**src/rtl/puf_race_counter.sv**
```systemverilog
`default_nettype none
// ============================================================================
// Module   : puf_race_counter
// Brief    : Multi-channel race counter for the delay-PUF response path.
//            Each channel counts tick strobes; the first channel to reach
//            GOAL wins and its index becomes the PUF response. Provides a
//            start/busy/done handshake, tie detection and a race timeout.
// Revision : 1.0 - initial release
// ============================================================================
module puf_race_counter #(
  parameter int NUM_CH  = 2,
  parameter int WIDTH   = 9,
  parameter int GOAL    = 255,
  parameter int TIMEOUT = 4096,
  parameter int TMR_W   = 13,
  parameter int IDX_W   = 1
) (
  input  logic                    clk,
  input  logic                    reset,
  input  logic                    start,
  input  logic [NUM_CH-1:0]       ch_tick,
  output logic                    busy,
  output logic                    done,
  output logic [IDX_W-1:0]        winner,
  output logic                    tie,
  output logic                    timeout,
  output logic [NUM_CH*WIDTH-1:0] cnt_flat
);

  localparam logic [WIDTH-1:0] C_GOAL     = WIDTH'(GOAL);
  localparam logic [WIDTH-1:0] C_GOAL_M1  = WIDTH'(GOAL - 1);
  localparam logic [TMR_W-1:0] C_TMR_LAST = TMR_W'(TIMEOUT - 1);

  typedef enum logic [1:0] {
    S_IDLE = 2'd0,
    S_RUN  = 2'd1,
    S_DONE = 2'd2
  } state_t;

  state_t             r_state;
  state_t             w_state_nxt;

  logic [WIDTH-1:0]   r_cnt     [NUM_CH];
  logic [WIDTH-1:0]   w_cnt_nxt [NUM_CH];
  logic [TMR_W-1:0]   r_timer;
  logic [TMR_W-1:0]   w_timer_nxt;

  logic               r_busy,    w_busy_nxt;
  logic               r_done,    w_done_nxt;
  logic [IDX_W-1:0]   r_winner,  w_winner_nxt;
  logic               r_tie,     w_tie_nxt;
  logic               r_timeout, w_timeout_nxt;

  // Race-control decode
  logic               w_clr;
  logic [NUM_CH-1:0]  w_hit;
  logic               w_win;
  logic               w_multi;
  logic [IDX_W-1:0]   w_first;
  logic               w_tmo;

  // A channel hits when its final tick to GOAL arrives while racing
  generate
    for (genvar gi = 0; gi < NUM_CH; gi++) begin : g_hit
      assign w_hit[gi] = (r_state == S_RUN) && ch_tick[gi] && (r_cnt[gi] == C_GOAL_M1);
    end
  endgenerate

  // Lowest-index priority encode of hits, flagging simultaneous hits as a tie
  always_comb begin
    w_win   = 1'b0;
    w_multi = 1'b0;
    w_first = '0;
    for (int i = 0; i < NUM_CH; i++) begin
      if (w_hit[i]) begin
        if (w_win) begin
          w_multi = 1'b1;
        end else begin
          w_first = IDX_W'(i);
        end
        w_win = 1'b1;
      end
    end
  end

  // Timeout only counts when no channel wins on the same edge
  assign w_tmo = (r_state == S_RUN) && (r_timer == C_TMR_LAST) && !w_win;

  // Next-state and next-output decode
  always_comb begin
    w_state_nxt   = r_state;
    w_timer_nxt   = r_timer;
    w_busy_nxt    = r_busy;
    w_done_nxt    = 1'b0;
    w_winner_nxt  = r_winner;
    w_tie_nxt     = r_tie;
    w_timeout_nxt = r_timeout;
    w_clr         = 1'b0;
    case (r_state)
      S_IDLE: begin
        if (start) begin
          w_state_nxt   = S_RUN;
          w_busy_nxt    = 1'b1;
          w_timer_nxt   = '0;
          w_winner_nxt  = '0;
          w_tie_nxt     = 1'b0;
          w_timeout_nxt = 1'b0;
          w_clr         = 1'b1;
        end
      end
      S_RUN: begin
        w_timer_nxt = r_timer + 1'b1;
        if (w_win) begin
          w_state_nxt   = S_DONE;
          w_busy_nxt    = 1'b0;
          w_done_nxt    = 1'b1;
          w_winner_nxt  = w_first;
          w_tie_nxt     = w_multi;
          w_timeout_nxt = 1'b0;
        end else if (w_tmo) begin
          w_state_nxt   = S_DONE;
          w_busy_nxt    = 1'b0;
          w_done_nxt    = 1'b1;
          w_winner_nxt  = '0;
          w_tie_nxt     = 1'b0;
          w_timeout_nxt = 1'b1;
        end
      end
      S_DONE: begin
        // Result pulse lasts one cycle; a start seen here is dropped
        w_state_nxt = S_IDLE;
      end
      default: begin
        w_state_nxt = S_IDLE;
        w_busy_nxt  = 1'b0;
      end
    endcase
  end

  // State register
  always_ff @(posedge clk or posedge reset) begin
    if (reset) begin
      r_state <= S_IDLE;
    end else begin
      r_state <= w_state_nxt;
    end
  end

  // Registered handshake, result and timer
  always_ff @(posedge clk or posedge reset) begin
    if (reset) begin
      r_timer   <= '0;
      r_busy    <= 1'b0;
      r_done    <= 1'b0;
      r_winner  <= '0;
      r_tie     <= 1'b0;
      r_timeout <= 1'b0;
    end else begin
      r_timer   <= w_timer_nxt;
      r_busy    <= w_busy_nxt;
      r_done    <= w_done_nxt;
      r_winner  <= w_winner_nxt;
      r_tie     <= w_tie_nxt;
      r_timeout <= w_timeout_nxt;
    end
  end

  // Per-channel saturating counters; only move while racing, frozen otherwise
  generate
    for (genvar gc = 0; gc < NUM_CH; gc++) begin : g_ch
      always_comb begin
        w_cnt_nxt[gc] = r_cnt[gc];
        if (w_clr) begin
          w_cnt_nxt[gc] = '0;
        end else if ((r_state == S_RUN) && ch_tick[gc] && (r_cnt[gc] != C_GOAL)) begin
          w_cnt_nxt[gc] = r_cnt[gc] + 1'b1;
        end
      end

      always_ff @(posedge clk or posedge reset) begin
        if (reset) begin
          r_cnt[gc] <= '0;
        end else begin
          r_cnt[gc] <= w_cnt_nxt[gc];
        end
      end

      assign cnt_flat[gc*WIDTH +: WIDTH] = r_cnt[gc];
    end
  endgenerate

  assign busy    = r_busy;
  assign done    = r_done;
  assign winner  = r_winner;
  assign tie     = r_tie;
  assign timeout = r_timeout;

endmodule
`default_nettype wire

```
**config.mk**
```make
export PLATFORM = sky130hd
export DESIGN_NAME = puf_race_counter
export DESIGN_NICKNAME = d
export VERILOG_FILES = /design/src/rtl/puf_race_counter.sv
export SDC_FILE = /design/constraint.sdc
export NUM_CORES = 1
export LEC_CHECK = 0
export BUFFER_PORTS_ARGS = -buffer_cell sky130_fd_sc_hd__buf_2
export CAP_MARGIN = 10
export CORE_MARGIN = 5
export CORE_UTILIZATION = 51
export DETAILED_ROUTE_END_ITERATION = 10
export GPL_TIMING_DRIVEN = 0
export PLACE_DENSITY_LB_ADDON = 0.3
export SLEW_MARGIN = 20
export SYNTH_ARGS = -nofsm -noshare
export SYNTH_HDL_FRONTEND = slang
export SYNTH_SLANG_ARGS = --single-unit
```
**constraint.sdc**
```tcl
create_clock -name clk -period 1.58 [get_ports clk]
set_input_delay 0.158 -clock clk [delete_from_list [all_inputs] [get_ports clk]]
set_output_delay 0.158 -clock clk [all_outputs]
set_load 0.02 [all_outputs]
```
==> Word level (Yosys, flattened, before mapping) <==
Cells that the tools add are included.
{ "classes": {"addsub": 3, "n_eq_ne": 9, "muxes": 33, "bitwise_logic": 1, "reduce_logical": 17} }
{ "op_table": {"columns": ["op", "n"], "rows": [
  ["9-bit 2-to-1 mux", 4],
  ["13-bit case mux with 2 select lines", 1],
  ["1-bit 2-to-1 mux", 19],
  ["9-bit by 1-bit adder with 9-bit output (second input constant)", 2],
  ["9-bit by 8-bit == test with 1-bit output (second input constant)", 2],
  ["9-bit by 8-bit inequality test with 1-bit output (second input constant)", 2],
  ["13-bit by 1-bit adder with 13-bit output (second input constant)", 1],
  ["13-bit by 12-bit == test with 1-bit output (second input constant)", 1],
  ["13-bit 2-to-1 mux", 1],
  ["1-bit logical AND", 8],
  ["2-bit 2-to-1 mux", 3],
  ["1-bit case mux with 2 select lines", 3],
  ["3-bit AND reduction", 2],
  ["2-bit nonzero test", 3],
  ["2-bit case mux with 2 select lines", 1],
  ["2-bit AND reduction", 2],
  ["3-bit inequality test (second input constant)", 1],
  ["1-bit case mux with 3 select lines", 1],
  ["2-bit by 1-bit == test with 1-bit output (second input constant)", 1],
  ["2-bit == test (second input constant)", 1],
  ["2-bit zero test", 1],
  ["2-bit inequality test (second input constant)", 1],
  ["1-bit zero test", 1],
  ["1-bit inverter", 1]
]} }
{ "word_totals": {"regBits": 38, "in_bits": 5, "output_inout_bits": 23, "word_cells": 72} }

==> Longest topological paths before layout <==
Gate-level depths: netlist (run 1).
{ "depth": {"depth_word": 10, "ltp_mapped": 8, "mapped_depth_nobuf": 8} }

==> Worst setup path after synthesis (run 1) <==
No wires, ideal clock.
{ "synth_timing": {"kind": "register to register", "start": "register r_cnt (netlist bit cnt_flat[0])", "end": "register r_cnt (netlist bit cnt_flat[7])", "arrival_time_ns": 1.755, "required_time_ns": 1.461, "slack_ns": -0.294, "path_stages_with_launch": 9, "synth_period_minus_slack_ns": 1.874, "path_cell_list": "dfrtp_1 ha_1 inv_1 nor3_1 ha_1 and4bb_1 nand4_1 xnor2_1 and2_1"} }
{ "synth_between": {"elab_chain_cells": 3, "elab_cells_between_ends": 6, "cone_classes": "add/sub (1); eq/ne (1); mux (2); reduce/logical (2)"} }
{ "synth_rtl": {"columns": ["element", "line_no", "text"], "rows": [
  ["from (decl)", "43", "logic [WIDTH-1:0] r_cnt [NUM_CH];"],
  ["from (signal, indexed assignment)", "184", "r_cnt[gc] <= w_cnt_nxt[gc];"],
  ["9-bit by 1-bit adder with 9-bit output / 9-bit by 8-bit inequality test with 1-bit output (equally long branches)", "176, 175", null],
  ["9-bit 2-to-1 mux / 1-bit logical AND (equally long branches)", "175", "end else if ((r_state == S_RUN) && ch_tick[gc] && (r_cnt[gc] != C_GOAL)) begin"],
  ["9-bit 2-to-1 mux / 2-bit nonzero test (equally long branches)", null, null]
]} }
Parallel ways exist; a longest one is shown, timed or not. The select of a mux whose other input is x is not followed.
A chain may end at the register's enable or synchronous reset.

==> Worst setup path in the final report (run 1) <==
{ "layout_timing": {"start": "register r_cnt (netlist bit cnt_flat[1])", "end": "register r_cnt (netlist bit cnt_flat[7])"} }
Same word-level chain as after synthesis.

==> flow_summary.rst, run 1 <==
.. list-table::
   :header-rows: 1

   * - Metric
     - Value
   * - Area enclosed by the die boundary
     - 5200 µm²
   * - Setup slack after layout
     - -0.137 ns
   * - Distinct cells, synth
     - between 40 and 50
   * - Port buffer count
     - 27
   * - Share of post-route cells with drive strength above 1
     - 43.3%
   * - Site row count
     - 22
   * - Post-Syn Area
     - 1970 µm²
   * - Max VDD drop
     - 0.585 mV
   * - Outcome
     - complete, but fails checks
   * - Final cell utilization of the core
     - slightly above 70%
   * - End of the worst register-to-register path
     - cnt_flat[7]
   * - Total cell area at the placement stage
     - about 2200 µm²
   * - Net count of the mapped netlist
     - 202
   * - Final clock period utilization by the worst path
     - 109%
   * - Launching point of the worst reg2reg path
     - cnt_flat[1]
   * - Wire length per cell
     - 15.1 µm
   * - Class of the tightest hold or removal check
     - input pin to asynchronous set/reset pin
   * - Cell chain of the critical path
     - ha_4 > inv_2 > nor3_2 > ha_2 > and4bb_4 > nand4_1 > xnor2_1 > and2_1
   * - FFs w/ async S/R, synth
     - 100%
   * - Failing checks
     - negative setup slack
   * - Delay of the slowest cell on the worst path
     - 0.45 ns
   * - Final critical path time including I/O delays and setup
     - 1.72 ns
   * - Vertical die dimension
     - ~72 µm
   * - Top cells by area, synth
     - dfrtp_1 (48%), nand3_1 (4.8%), ha_1 (4.4%)
   * - Number of H-tree levels
     - 2
   * - Reg-to-reg setup timing slack
     - -0.14 ns
   * - Total track usage
     - 17.7%
   * - FMAX
     - 582 MHz
   * - I/O pins
     - 28
   * - Number of buffer and inverter stages on the critical path
     - 1
   * - Total congestion overflow
     - 0
   * - Delay-heaviest family, CP
     - simple AND/OR/NAND/NOR gates
   * - Diodes inserted
     - 0
   * - Maximum fanout encountered on the critical timing path
     - 6
   * - Total wire length
     - between 4000 and 5000 µm
   * - Iteration-0 DRC count of the detailed router
     - 48
   * - Highest-count cells in the layout ignoring fill and taps
     - buf_2 (28), dfrtp_1 (21), buf_4 (18)
   * - Maximum number of pins on one net before global-route repair
     - 35
   * - Reg2Reg Depth
     - 8
   * - Clock root buffer
     - clkbuf_8
   * - Yosys warnings
     - 0
   * - Standard cell core area
     - between 3000 and 4000 µm²
   * - Kind of start point of the critical path
     - register
   * - Worst slew pin tran
     - approximately 0.70 ns
   * - Final antenna-violating net count
     - 0
   * - Initial Utilization
     - between 50 and 60%
   * - Unrepaired setup endpoints after global routing
     - true
   * - Worst-path cell with the longest stage delay
     - dfrtp_2
   * - Wire length of the first global-routing pass
     - just over 7000 µm
   * - Filler instances
     - between 200 and 300
   * - CP Depth
     - 8
   * - Mean area per synthesized cell
     - 10.4 µm²
   * - Via count of the first global-routing pass
     - 1,529
   * - Number of hold-slack violations in the final timing report
     - 0
   * - Number of enable flip-flop cells after synthesis
     - 0
   * - End point of the critical path
     - cnt_flat[7]
   * - Post-DP HPWL
     - 2880 µm
   * - Clock buffer count from CTS
     - 5
   * - Critical path arrival
     - 1.90 ns
   * - Setup crit start
     - cnt_flat[1]
   * - Insertion delay of the later-clocked pin in the worst-skew pair
     - between 0.2 and 0.3 ns
   * - Clock edge transition at the registers on the reported setup and hold paths
     - 0.07 ns
   * - Layout-stage area growth over the synthesis result
     - 33.5%
   * - Clk sink count
     - 38
   * - Worst clock skew on the final layout
     - around 0.0075 ns
   * - Critical Path End Type
     - register
   * - Number of nets in the layout
     - roughly 260
   * - Commonest register cell after synthesis
     - dfrtp_1
   * - Most frequent standard cell in the layout excluding fill and tap cells
     - buf_2
   * - Worst slack on hold paths
     - 0.291 ns
   * - Worst EP required
     - 1.76 ns
   * - Count of pins over their slew limit
     - 0
   * - Die Width
     - 72.1 µm
   * - Maximum clock insertion buffer count
     - 2
   * - Final setup fails
     - 16
   * - MaxCap Viol Count
     - 0
   * - Cell area after layout
     - approximately 2600 µm²
   * - RePlAce Congestion
     - 0.747
   * - Total power of the final layout
     - between 0.003 and 0.004 W
   * - Seq cells post-synth
     - 38
   * - Count of TritonRoute iterations in the first routing pass
     - 5
   * - Worst Path Class, Setup
     - register to register
   * - Cell type with the highest aggregate area in the netlist
     - dfrtp_1
   * - Worst slew margin
     - 53.4%
   * - Setup TNS
     - -1.09 ns
   * - Initial antenna violation count
     - 0
   * - Via density
     - 5.57
   * - Area share of the leading cell type in the synthesized netlist
     - 48.3%
   * - Vias
     - 1,632
   * - Pwr/cell area
     - approximately 1200 nW/µm²
   * - Post-synthesis sequential area ratio
     - around half
   * - Instance count of the mapped netlist
     - 190
   * - Leakage power total
     - 1.20 nW
   * - DRC violation count after routing
     - 0
   * - Clock tree from TritonCTS
     - yes
[worst register-to-register path, stage by stage, from the launching register on]
cell,delay (ns)
dfrtp_2,0.45
ha_4,0.18
inv_2,0.04
nor3_2,0.03
ha_2,0.16
and4bb_4,0.36
nand4_1,0.11
xnor2_1,0.14
and2_1,0.13
[routing by layer]
| layer | routed length, µm | track usage, % | vias to the layer above |
|---|---|---|---|
| li1 | - | - | 809 |
| met1 | 2010 | 22.9 | 789 |
| met2 | 2210 | 28.1 | 27 |
| met3 | 164 | 5.40 | 7 |
| met4 | 46 | 6.26 | 0 |
| met5 | 0 | 0 | - |
[worst min path at each step]
stage,cells after the start,from,end
6_report,3,reset,cnt_flat[10]
5_1_grt,3,reset,cnt_flat[15]
4_1_cts,3,reset,cnt_flat[16]
3_5_place_dp,2,reset,cnt_flat[16]
3_3_place_gp,1,r_timer[12],r_timer[12]
2_1_floorplan,1,reset,busy
[cells in the mapped netlist, types with 2 or more instances]
| library cell | instances |
|---|---|
| and2_1 | 4 |
| nand2b_1 | 4 |
| nand2_1 | 13 |
| o211ai_1 | 2 |
| and4_1 | 2 |
| o21ai_0 | 11 |
| nand4_4 | 2 |
| buf_2 | 2 |
| nand4_1 | 7 |
| nor3_1 | 4 |
| xnor2_1 | 2 |
| or2_0 | 2 |
| xor2_1 | 10 |
| o41ai_1 | 3 |
| nand3b_1 | 3 |
| o31ai_1 | 2 |
| or4_1 | 3 |
| nor2_1 | 11 |
| mux2i_1 | 2 |
| and3_1 | 2 |
| nand3_1 | 19 |
| a22o_1 | 4 |
| clkbuf_1 | 2 |
| a21oi_1 | 2 |
| o311ai_1 | 2 |
| dfrtp_1 | 38 |
| inv_1 | 8 |
| ha_1 | 7 |
| o21ai_1 | 2 |
[per-stage QoR]
stage,setup WS [ns],instances
floorplan,-0.152,190
global placement,-0.166,265
detailed placement,-0.185,266
CTS,-0.196,279
global route,-0.206,293
finish,-0.137,293
[cell type report]
class	count	area (µm²)	share of cell area (%)
Multi-Input combinational cell	139	1120	42.5
Buffer	5	46.3	1.76
Clock inverter	1	5.00	0.190
Inverter	8	30.0	1.14
Sequential cell	38	972	37.0
Timing Repair Buffer	47	313	11.9
Tap cell	48	60.1	2.28
Clock buffer	7	86.3	3.28
[state kept, by name, indices dropped and copies added (netlist names)]
register and flops:
busy 1, r_timer 13, winner 1, cnt_flat 18
timeout 1, done 1, tie 1, r_state 2
[cells by family after synthesis]
| family | Yosys count | synth area share, % |
|---|---|---|
| compound gates | 33 | 11.6 |
| mux | 2 | 1.02 |
| fa+ha+maj | 7 | 4.45 |
| simple gates | 85 | 26.7 |
| flops | 38 | 48.3 |
| xor+xnor | 12 | 5.34 |
| buf+inv | 13 | 2.67 |
[power breakdown]
part           switching [W]  internal [W]  leakage [nW]
Clock               0.000334      0.000352        0.0482
Combinational       0.000534      0.000444         0.681
Sequential          0.000259       0.00117         0.475
Total                0.00113       0.00197          1.20
[what timing repair did]
| action | CTS | global route |
|---|---|---|
| buffers inserted | 4 | 14 |
| hold buffers | 1 | 0 |
| endpoints found under the hold margin | 38 | 0 |
| resized for setup | 14 | 27 |
| pin swaps | 12 | 17 |
| setup endpoints to repair | 23 | 29 |
Power figures use the tool's default switching activity.
==> run 2, diff against run 1 <==
--- a/config.mk
+++ b/config.mk
@@ -12,6 +12,7 @@
 export DETAILED_ROUTE_END_ITERATION = 10
 export GPL_TIMING_DRIVEN = 0
 export PLACE_DENSITY_LB_ADDON = 0.3
+export SETUP_SLACK_MARGIN = 0.1
 export SLEW_MARGIN = 20
 export SYNTH_ARGS = -nofsm -noshare
 export SYNTH_HDL_FRONTEND = slang
==> run 2 against run 1 <==
  * The flow still finishes with violations (negative setup slack)
  * Maximum frequency fell by 2.6%
  * Register-to-register slack got worse by 0.05 ns
  * Core utilization rose by 6.7 points
  * Global-route usage rose by 1.6 points
  * Die area did not move
  * Clock skew fell by 0.0051 ns
  * First-iteration DRC count rose by 94%
  * Hold slack got worse by 0.0064 ns
  * Highest routed layer unchanged
  * Count of clock-buffer cells in the layout rose by 1
  * Largest cell class unchanged
  * Total power rose by 8.6%
  * Sequential cell count did not move
==> flow_summary.rst, run 2 (synthesized netlist as in run 1, its figures left out) <==
.. list-table::
   :header-rows: 1

   * - Metric
     - Value
   * - Reg2Reg Depth
     - 8 (unchanged)
   * - Worst Path Class, Setup
     - register to register
   * - Die Width
     - 72.1 µm (unchanged)
   * - Clock buffer count from CTS
     - 5 (unchanged)
   * - Share of post-route cells with drive strength above 1
     - 52.5% (+9.2 points)
   * - Clock root buffer
     - clkbuf_8
   * - Worst clock skew on the final layout
     - 0.00243 ns (-0.00510 ns)
   * - Final setup fails
     - 19 (+3)
   * - Wire length of the first global-routing pass
     - 7780 µm (+7.9%)
   * - Class of the tightest hold or removal check
     - input pin to asynchronous set/reset pin
   * - Critical Path End Type
     - register
   * - Layout-stage area growth over the synthesis result
     - 46.0%
   * - Total congestion overflow
     - 0 (unchanged)
   * - Insertion delay of the later-clocked pin in the worst-skew pair
     - 0.30 ns (about the same)
   * - Worst EP required
     - 1.77 ns (about the same)
   * - DRC violation count after routing
     - 0 (unchanged)
   * - Critical path arrival
     - 1.95 ns (+0.05 ns)
   * - Pre-CTS WS
     - -0.173 ns (+0.0114 ns)
   * - Outcome
     - complete, but fails checks
   * - Area enclosed by the die boundary
     - 5200 µm² (unchanged)
   * - Reg-to-reg setup timing slack
     - -0.18 ns (-0.05 ns)
   * - Unrepaired setup endpoints after global routing
     - true
   * - Iteration-0 DRC count of the detailed router
     - 93 (+94%)
   * - Flip-flop count of the largest register, all copies and words added
     - 18 (unchanged)
   * - Pwr/cell area
     - 1170 nW/µm² (-0.70%)
   * - Vias
     - 1,794 (+9.9%)
   * - Failing checks
     - negative setup slack
   * - MaxCap Viol Count
     - 0 (unchanged)
   * - Leakage power total
     - 1.30 nW (+7.9%)
   * - Total track usage
     - 19.3% (+1.6 points)
   * - Via count of the first global-routing pass
     - 1,651 (+8.0%)
   * - Number of non-filler instances in the completed layout
     - 307 (+4.8%)
   * - Via density
     - 5.84 (+4.9%)
   * - Number of H-tree levels
     - 2 (unchanged)
   * - RePlAce Congestion
     - 0.795 (+6.5%)
   * - Wire length per cell
     - 18.1 µm (+20%)
   * - Total wire length
     - 5560 µm (+26%)
   * - Clock tree from TritonCTS
     - yes
   * - Maximum clock insertion buffer count
     - 2 (unchanged)
   * - Clock edge transition at the registers on the reported setup and hold paths
     - 0.07 ns (about the same)
   * - Worst slew pin tran
     - 0.685 ns (-0.0106 ns)
   * - Total power of the final layout
     - 0.00336 W (+8.6%)
   * - Delay of the slowest cell on the worst path
     - 0.45 ns (about the same)
   * - CP Depth
     - 8 (unchanged)
   * - Worst slew margin
     - 54.1% (+0.71 points)
   * - Initial Utilization
     - 53.4% (unchanged)
   * - Number of buffer and inverter stages on the critical path
     - 1 (unchanged)
   * - Maximum number of pins on one net before global-route repair
     - 35 (unchanged)
   * - Standard cell core area
     - 3690 µm² (unchanged)
   * - End of the worst register-to-register path
     - cnt_flat[7]
   * - Final clock period utilization by the worst path
     - 112% (+2.9 points)
   * - I/O pins
     - 28 (unchanged)
   * - Setup TNS
     - -1.54 ns (-0.452 ns)
   * - Final antenna-violating net count
     - 0 (unchanged)
   * - FMAX
     - 567 MHz (-2.6%)
   * - Maximum fanout encountered on the critical timing path
     - 6 (unchanged)
   * - Post-DP HPWL
     - 2960 µm (+3.0%)
   * - Setup slack after layout
     - -0.183 ns (-0.0459 ns)
   * - Count of TritonRoute iterations in the first routing pass
     - 4 (-1)
   * - Site row count
     - 22 (unchanged)
   * - Cell chain of the critical path
     - ha_4 > inv_2 > nor3_2 > ha_2 > and4bb_4 > nand4_1 > xnor2_1 > and2_1
   * - Vertical die dimension
     - 72.1 µm (unchanged)
   * - Number of nets in the layout
     - 270 (+5.5%)
   * - Count of pins over their slew limit
     - 0 (unchanged)
   * - Placed cell count
     - 266 (unchanged)
   * - Port buffer count
     - 27 (unchanged)
   * - Max VDD drop
     - 0.846 mV (+45%)
   * - Kind of start point of the critical path
     - register
   * - Number of hold-slack violations in the final timing report
     - 0 (unchanged)
   * - Delay-heaviest family, CP
     - simple AND/OR/NAND/NOR gates
   * - Diodes inserted
     - 0 (unchanged)
   * - Highest-count cells in the layout ignoring fill and taps
     - buf_2 (27), buf_4 (27), dfrtp_2 (21)
   * - Initial antenna violation count
     - 0 (unchanged)
   * - Launching point of the worst reg2reg path
     - cnt_flat[0]
   * - Clk sink count
     - 38 (unchanged)
   * - Filler instances
     - 255 (-6.6%)
   * - Setup crit start
     - cnt_flat[0]
   * - Worst-path cell with the longest stage delay
     - dfrtp_2
   * - Final critical path time including I/O delays and setup
     - 1.76 ns (+0.0459 ns)
==> run 2: cell count changes in the layout (fill, tap and decap cells not counted), moves of 4 or more <==
cell / before / now
nand3_1: 15 / 9
buf_4: 18 / 27
nand3_2: 5 / 10
dfrtp_1: 21 / 17
o21ai_0: 11 / 6
dfrtp_2: 17 / 21
==> run 2: area by class of cell <==
class,instances,area (µm²),area share (%)
inverter,8,30.0,1.04
multi-input combinational,140,1210,42.0
buffer,5,70.1,2.44
tap,48,60.1,2.09
sequential,38,977,34.0
clock buffer,8,90.1,3.13
timing repair buffer,60,440,15.3
==> run 2: worst max path at each step <==
stage / end / slack [ns]
global placement: cnt_flat[16] / -0.17
floorplan: cnt_flat[7] / -0.15
detailed placement: cnt_flat[16] / -0.17
finish: cnt_flat[7] / -0.18
CTS: cnt_flat[4] / -0.15
global route: cnt_flat[7] / -0.27
==> run 2: where the power goes <==
group	internal, W	leakage [nW]	switching (W)
Clock	0.000356	0.0455	0.000349
Combinational	0.000573	0.785	0.000638
Sequential	0.00118	0.469	0.000269
Total	0.00210	1.30	0.00126
==> run 2: worst min-delay path, stage by stage <==
cell and delay (ns):
dlygate4sd3_1 0.53, buf_2 0.12, inv_2 0.12
==> run 2: layer usage <==
metal,part of all wire [%],GRT usage [%]
met1,40,23.9
met3,4.3,4.57
met4,2.4,8.98
met2,53,31.7
met5,0,0
==> run 2: through the flow <==
stage / area [µm²] / util (%) / hold WS (ns)
after floorplan: 2030 / - / 0.350
after global placement: 2220 / 60.3 / 0.465
after detailed placement: 2240 / 60.9 / 0.0461
after CTS: 2560 / 69.5 / 0.281
after global routing: 2880 / 78.0 / 0.302
final: 2880 / 78.0 / 0.284
==> run 2: timing repair <==
item	4_1_cts	5_1_grt
setup buffers	12	17
gates cloned	1	2
hold endpoints to repair	38	0
gates resized for setup	29	38
endpoints found under the setup margin	32	31
hold buffers	1	0
pin swaps	18	21
